===== src/rtl/pipe_hazard_pkg.sv =====
// rtl/pipe_hazard_pkg.sv - shared types and defaults for the pipeline hazard controller
package pipe_hazard_pkg;

   localparam int DEF_REG_AW   = 5;
   localparam int DEF_DEPTH    = 3;
   localparam int DEF_LOAD_LAT = 1;
   localparam int FWD_RF       = 0;

   // Scoreboard dest field is sized for the widest register address supported.
   localparam int MAX_REG_AW   = 8;

   typedef struct packed {
      logic                  valid;
      logic [MAX_REG_AW-1:0] dest;
      logic                  wen;
      logic                  is_load;
   } sb_entry_t;

endpackage


===== src/rtl/hazard_src_match.sv =====
// rtl/hazard_src_match.sv - youngest-wins scoreboard match and forwardability for one source
module hazard_src_match
   import pipe_hazard_pkg::*;
#(
   parameter int REG_AW   = DEF_REG_AW,
   parameter int DEPTH    = DEF_DEPTH,
   parameter int LOAD_LAT = DEF_LOAD_LAT,
   parameter int SEL_W    = $clog2(DEPTH + 1)
) (
   input  logic                  use_src,
   input  logic [REG_AW-1:0]     src,
   input  sb_entry_t [DEPTH-1:0] sb,
   output logic                  hit,
   output logic                  fwd_ok,
   output logic [SEL_W-1:0]      sel
);

   logic src_live;

   assign src_live = use_src && (src != '0);

   // Walk oldest to youngest so the lowest matching entry is the one left standing.
   always_comb begin
      hit    = 1'b0;
      fwd_ok = 1'b1;
      sel    = SEL_W'(FWD_RF);
      for (int k = DEPTH - 1; k >= 0; k--) begin
         if (src_live && sb[k].valid && sb[k].wen &&
             (sb[k].dest == MAX_REG_AW'(src))) begin
            hit    = 1'b1;
            fwd_ok = !sb[k].is_load || (k >= LOAD_LAT);
            sel    = SEL_W'(k + 1);
         end
      end
   end

endmodule


===== src/rtl/pipe_hazard_ctrl.sv =====
// rtl/pipe_hazard_ctrl.sv - load-use stall, redirect flush and forward select; HAZARD_PERF_EN adds stall_cnt
module pipe_hazard_ctrl
   import pipe_hazard_pkg::*;
#(
   parameter int REG_AW   = DEF_REG_AW,
   parameter int DEPTH    = DEF_DEPTH,
   parameter int LOAD_LAT = DEF_LOAD_LAT,
   parameter int SEL_W    = $clog2(DEPTH + 1)
) (
   input  logic              clk,
   input  logic              rst,
`ifdef HAZARD_PERF_EN
   output logic [31:0]       stall_cnt,
`endif
   input  logic              id_valid,
   input  logic [REG_AW-1:0] id_src1,
   input  logic [REG_AW-1:0] id_src2,
   input  logic              id_use1,
   input  logic              id_use2,
   input  logic [REG_AW-1:0] id_dest,
   input  logic              id_wen,
   input  logic              id_is_load,
   input  logic              ex_redirect,
   output logic              stall,
   output logic              flush_fd,
   output logic              ex_bubble,
   output logic [SEL_W-1:0]  fwd_sel1,
   output logic [SEL_W-1:0]  fwd_sel2
);

   sb_entry_t [DEPTH-1:0] sb;
   sb_entry_t             id_entry;
   logic                  hit1, hit2;
   logic                  ok1, ok2;
   logic [SEL_W-1:0]      sel1, sel2;
   logic                  advance;

   hazard_src_match #(
      .REG_AW(REG_AW), .DEPTH(DEPTH), .LOAD_LAT(LOAD_LAT), .SEL_W(SEL_W)
   ) u_match1 (
      .use_src(id_use1), .src(id_src1), .sb(sb),
      .hit(hit1), .fwd_ok(ok1), .sel(sel1)
   );

   hazard_src_match #(
      .REG_AW(REG_AW), .DEPTH(DEPTH), .LOAD_LAT(LOAD_LAT), .SEL_W(SEL_W)
   ) u_match2 (
      .use_src(id_use2), .src(id_src2), .sb(sb),
      .hit(hit2), .fwd_ok(ok2), .sel(sel2)
   );

   // Redirect dominates any hazard; reset forces stall low without a clock.
   assign stall    = rst && id_valid && !ex_redirect && ((hit1 && !ok1) || (hit2 && !ok2));
   assign flush_fd = ex_redirect;
   assign advance  = id_valid && !stall && !ex_redirect;

   always_comb begin
      id_entry         = '0;
      id_entry.valid   = 1'b1;
      id_entry.dest    = MAX_REG_AW'(id_dest);
      id_entry.wen     = id_wen;
      id_entry.is_load = id_is_load;
   end

   always_ff @(posedge clk or negedge rst) begin
      if (!rst) begin
         sb        <= '0;
         fwd_sel1  <= SEL_W'(FWD_RF);
         fwd_sel2  <= SEL_W'(FWD_RF);
         ex_bubble <= 1'b1;
      end else begin
         for (int k = DEPTH - 1; k > 0; k--) begin
            sb[k] <= sb[k-1];
         end
         sb[0]     <= advance ? id_entry : '0;
         fwd_sel1  <= (advance && hit1) ? sel1 : SEL_W'(FWD_RF);
         fwd_sel2  <= (advance && hit2) ? sel2 : SEL_W'(FWD_RF);
         ex_bubble <= !advance;
      end
   end

`ifdef HAZARD_PERF_EN
   always_ff @(posedge clk or negedge rst) begin
      if (!rst) begin
         stall_cnt <= '0;
      end else if (stall && (stall_cnt != 32'hFFFF_FFFF)) begin
         stall_cnt <= stall_cnt + 32'd1;
      end
   end
`endif

endmodule


===== config.mk =====
export PLATFORM = sky130hd
export DESIGN_NAME = pipe_hazard_ctrl
export DESIGN_NICKNAME = d
export VERILOG_FILES = /design/src/rtl/pipe_hazard_pkg.sv /design/src/rtl/hazard_src_match.sv /design/src/rtl/pipe_hazard_ctrl.sv
export SDC_FILE = /design/constraint.sdc
export NUM_CORES = 1
export LEC_CHECK = 0
export CAP_MARGIN = 20
export CORE_UTILIZATION = 60
export CTS_CLUSTER_DIAMETER = 50
export DETAILED_ROUTE_END_ITERATION = 6
export DONT_BUFFER_PORTS = 1
export PLACE_DENSITY_LB_ADDON = 0.3
export SLEW_MARGIN = 10
export SYNTH_ARGS = -nofsm -noshare
export SYNTH_HDL_FRONTEND = slang
export SYNTH_SLANG_ARGS = --single-unit

===== constraint.sdc =====
create_clock -name clk -period 4.9 [get_ports clk]
set_input_delay 1.47 -clock clk [delete_from_list [all_inputs] [get_ports clk]]
set_output_delay 1.47 -clock clk [all_outputs]
set_load 0.05 [all_outputs]

# == Word level (Yosys, flattened, before mapping) ==
# Index checks and enable logic that the tools add are counted.
# classes
n_mux,17
n_eq_ne,6
reduce_logical,38
# op_table
operator,count
equality test 8 x 5 -> 1 bit,6
logical AND 1 bit,29
two-way mux 2 bit,8
two-way mux 11 bit,1
nonzero test 5 bit,2
two-way mux 1 bit,8
zero test 1 bit,6
logical OR 1 bit,1
# totals
inputBits,23
out_inout_bits,7
wordCells,74
regBits,36

# == Longest topological paths before layout ==
# depth
depth_word,16
mapped_depth,6
ltp_nobuf,5

# == By module ==
# Synthesis repeated with hierarchy kept, for this count alone.
# hier_totals
cells_unflattened,132
hier_area_um2,1430.1
# by_module_without_submodules
mod,n_inst,area_per_inst_um2,cells_each
pipe_hazard_ctrl,1,899.6,62
hazard_src_match,2,265.3,35

# == Worst setup path before layout ==
# OpenSTA, ideal clock, no wires.
# synth_path
path_type,input to output
from,in id_src2[0]
to,out stall
arrival_time_ps,2629
cell_stages,5
required_time_ps,3430
slack_ps,801
cell_sequence,or4_1 o21ai_2 nor4_1 o21a_1 buf_6
# synth_between
elab_chain_cells,11
# synth_rtl
item,line,rtl
from (decl),pipe_hazard_ctrl.sv:17,"input logic [REG_AW-1:0] id_src2,"
nonzero test 5 bit,hazard_src_match.sv:20,assign src_live = use_src && (src != '0);
logical AND 1 bit,hazard_src_match.sv:20,
logical AND 1 bit (3 in a row),hazard_src_match.sv:28,if (src_live && sb[k].valid && sb[k].wen &&
two-way mux 1 bit (3 in a row),hazard_src_match.sv:28,
logical AND 1 bit *,pipe_hazard_ctrl.sv:53,assign stall = rst && id_valid && !ex_redirect && ((hit1 && !ok1) || (hit2 && !ok2));
logical OR 1 bit *,pipe_hazard_ctrl.sv:53,
logical AND 1 bit *,pipe_hazard_ctrl.sv:53,
to (decl),pipe_hazard_ctrl.sv:24,"output logic stall,"
# Every way passes the cells marked *; elsewhere a longest branch is shown, timed or not.

# == Worst setup path after layout ==
# layout_path
from,in id_src2[4]
to,out stall
# Same word-level chain as after synthesis.

==> results by group <==
Critical path
  • Peak fanout along the critical path: 4
  • Worst Path Required: 3.43 ns
  • Critical path buffers and inverters: 0
  • Largest stage delay, worst path: 0.52 ns
  • Slowest-stage cell, CP: o21a_1
  • Worst endpoint data arrival time: 2.75 ns
  • CP startpoint kind: primary input
  • Setup CP Type: in -> out
  • Kind of cell adding the most delay to the critical path: simple AND/OR/NAND/NOR gates
  • Kind of end point of the critical path: output pin
  • Crit-path cells: xnor2_1 > nand4_1 > nor4_1 > o21a_1

STA
  • RSZ-0062 raised after global routing: false
  • Worst-margin pin slew: 0.558 ns
  • Setup TNS: 0 ns
  • Fin crit period: 4.22 ns
  • Slew headroom: 61.9%
  • Final Skew: 0.0140 ns
  • Setup-failing EPs final: 0
  • Tcrit/Tclk final: 86.2%
  • Fmax achieved: 237 MHz
  • Final Hold Vio Count: 0
  • Pins over their slew limit: 0

Route
  • DR DRC count: 0
  • Final wirelength: 2250 µm
  • Wirelength per Cell: 17.1 µm
  • Via density: 6.03
  • Number of routed nets with antenna violations: 0
  • Vias: 796
  • Iter 0 DRT Violations: 11
  • DRT Pass-1 Iters: 4

CTS
  • Cts bufs inserted: 3
  • Root Driver: clkbuf_4
  • CTS Hold Bufs: 0
  • Clock slew at reported path FFs: 0.15 ns
  • CTS tree: built
  • Worst-case clock buffer depth: 2
  • H-tree depth: 1
  • # clock sinks: 27
  • Post-CTS resize count: 0
  • Latest clock arrival within the worst-skew pair: 0.33 ns
  • Setup Fix Bufs, Post-CTS: 0

Global route
  • Pin count of the biggest net entering global routing: 29
  • Remaining global-route overflow: 0
  • Number of global-route vias before repair: 735
  • First-pass GRT wire length: 3300 µm
  • Initial antenna violation count: 0
  • GRT Overall Usage: 21.6%

Logic synthesis
  • Post-synthesis cell type count: 24
  • Syn nets: 125
  • Area contributors post-synth: dfrtp_1, xnor2_1, nor3b_2, xor2_1, nand4_1
  • Area of the mapped netlist: 1280 µm²
  • Yosys reg bits: 27
  • Yosys Warn Count: 0
  • Cells after synthesis: 102
  • Area leader, netlist: dfrtp_1
  • Top cell type's share of synthesized area: 50.7%
  • Seq/Total Area, Yosys: 52.8%
  • Mean Syn Cell Area: 12.6 µm²

Placement
  • RePlAce Congestion: 0.880
  • PortBufs: 0
  • Placed cell count: 128
  • Hpwl dp: 1740 µm
  • Placed Instance Area: 1310 µm²

Flow run
  • Max-cap violations: 0

Finish
  • FILL cells: 145
  • Inserted Diodes: 0
  • Multi-input gate area: 583 µm²
  • Register area: 677 µm²
  • Fin cells: 132
  • Finished Cell Area: 1340 µm²
  • Layout Nets: 129
  • Layout cell share with drive strength beyond 1: 18.1%
  • Synth-to-Final Area Change: 4.49%

Floorplanning
  • Initial Utilization: 64.7%
  • Io pins: 30
  • Die Span X: 48.2 µm
  • Row cnt: 16
  • Core ar.: 1980 µm²
  • Die ar.: 2330 µm²
  • Chip height: 48.2 µm

Power and ir drop
  • Power Density: 275 nW/µm²
  • Leakage: 0.000515 µW
  • Total power: 369 µW
  • Worst vdd ir: 0.000234 V

Min path
  • Min-Delay Path Class: reg -> reg

Status
  • Status: finished clean
## area by class of cell
class	instances	share of cell area, %
sequential	27	50.5
multi-input combinational	72	43.5
tap	27	2.52
clock buffer	3	1.68
timing repair buffer	2	1.12
clock inverter	1	0.654
## cells by family after synthesis
logic type | after synthesis | synth area share, %
compound gates | 7 | 4.68
flops | 27 | 52.8
xor+xnor | 30 | 20.5
simple gates | 35 | 20.3
buf+inv | 3 | 1.76
## sequential cells by signal, summed over array words and instances (netlist names)
signal	count
fwd_sel1	2
sb	22
ex_bubble	1
fwd_sel2	2
## report_power, final
part | total, µW | internal [µW] | switching (µW)
registers | 239 | 231 | 8.09
logic | 31.0 | 18.8 | 12.2
clock network | 99.1 | 33.2 | 65.8
total | 369 | 283 | 86.1
## worst paths after layout
check,startpoint,end,slack [ns],cells past startpoint
setup / recovery,id_src2[4],stall,0.68,4
max in group asynchronous,rst,ex_bubble,3.93,0
min in group asynchronous,rst,sb[0],0.81,0
hold reg to reg,sb[10],sb[21],0.39,0
setup reg to reg,sb[6],sb[6],2.65,6
hold / removal,sb[10],sb[21],0.39,0
## placed cells by master (no fill, tap or decap), types with 2 or more instances in the layout
cell / synthesis / final
buf_4: 1 / 2
a2111oi_0: 2 / 2
xnor2_1: 24 / 24
nand4_1: 6 / 6
or4_1: 3 / 3
nor3_2: 2 / 2
a21oi_1: 2 / 2
nor4_1: 5 / 5
dfrtp_1: 26 / 26
clkbuf_4: 0 / 3
nor2_1: 4 / 4
nor3b_2: 6 / 6
xor2_1: 6 / 6
nand2_1: 4 / 4
## routing by layer
metal	part of all wire, %	global-route usage (%)
met3	6.2	3.70
met1	45	29.8
met2	48	34.4
met4	1.2	8.33
met5	0	0
## per-stage QoR
step | utilization, % | worst slack (ns) | hold slack, ns
floorplan | - | 0.801 | 0.354
global placement | 66.0 | 0.757 | 0.358
detailed placement | 66.0 | 0.728 | 0.360
CTS | 67.6 | 0.728 | 0.392
global route | 67.6 | 0.609 | 0.413
finish | 67.6 | 0.675 | 0.391
## Yosys cell counts
cell type,instances
nand2b_1,1
nand2_1,4
nor4_2,1
dfstp_2,1
buf_6,1
xor2_1,6
nor2_1,4
o21ai_2,1
nand4_1,6
or4_1,3
a2111oi_0,2
nor3b_2,6
nor4_1,5
a21oi_1,2
or2_1,1
buf_4,1
dfrtp_1,26
xnor2_1,24
clkbuf_1,1
nor3b_1,1
nor3_2,2
o21a_1,1
o21ai_4,1
or4_4,1
No activity file was read; power rests on OpenSTA's default activity.
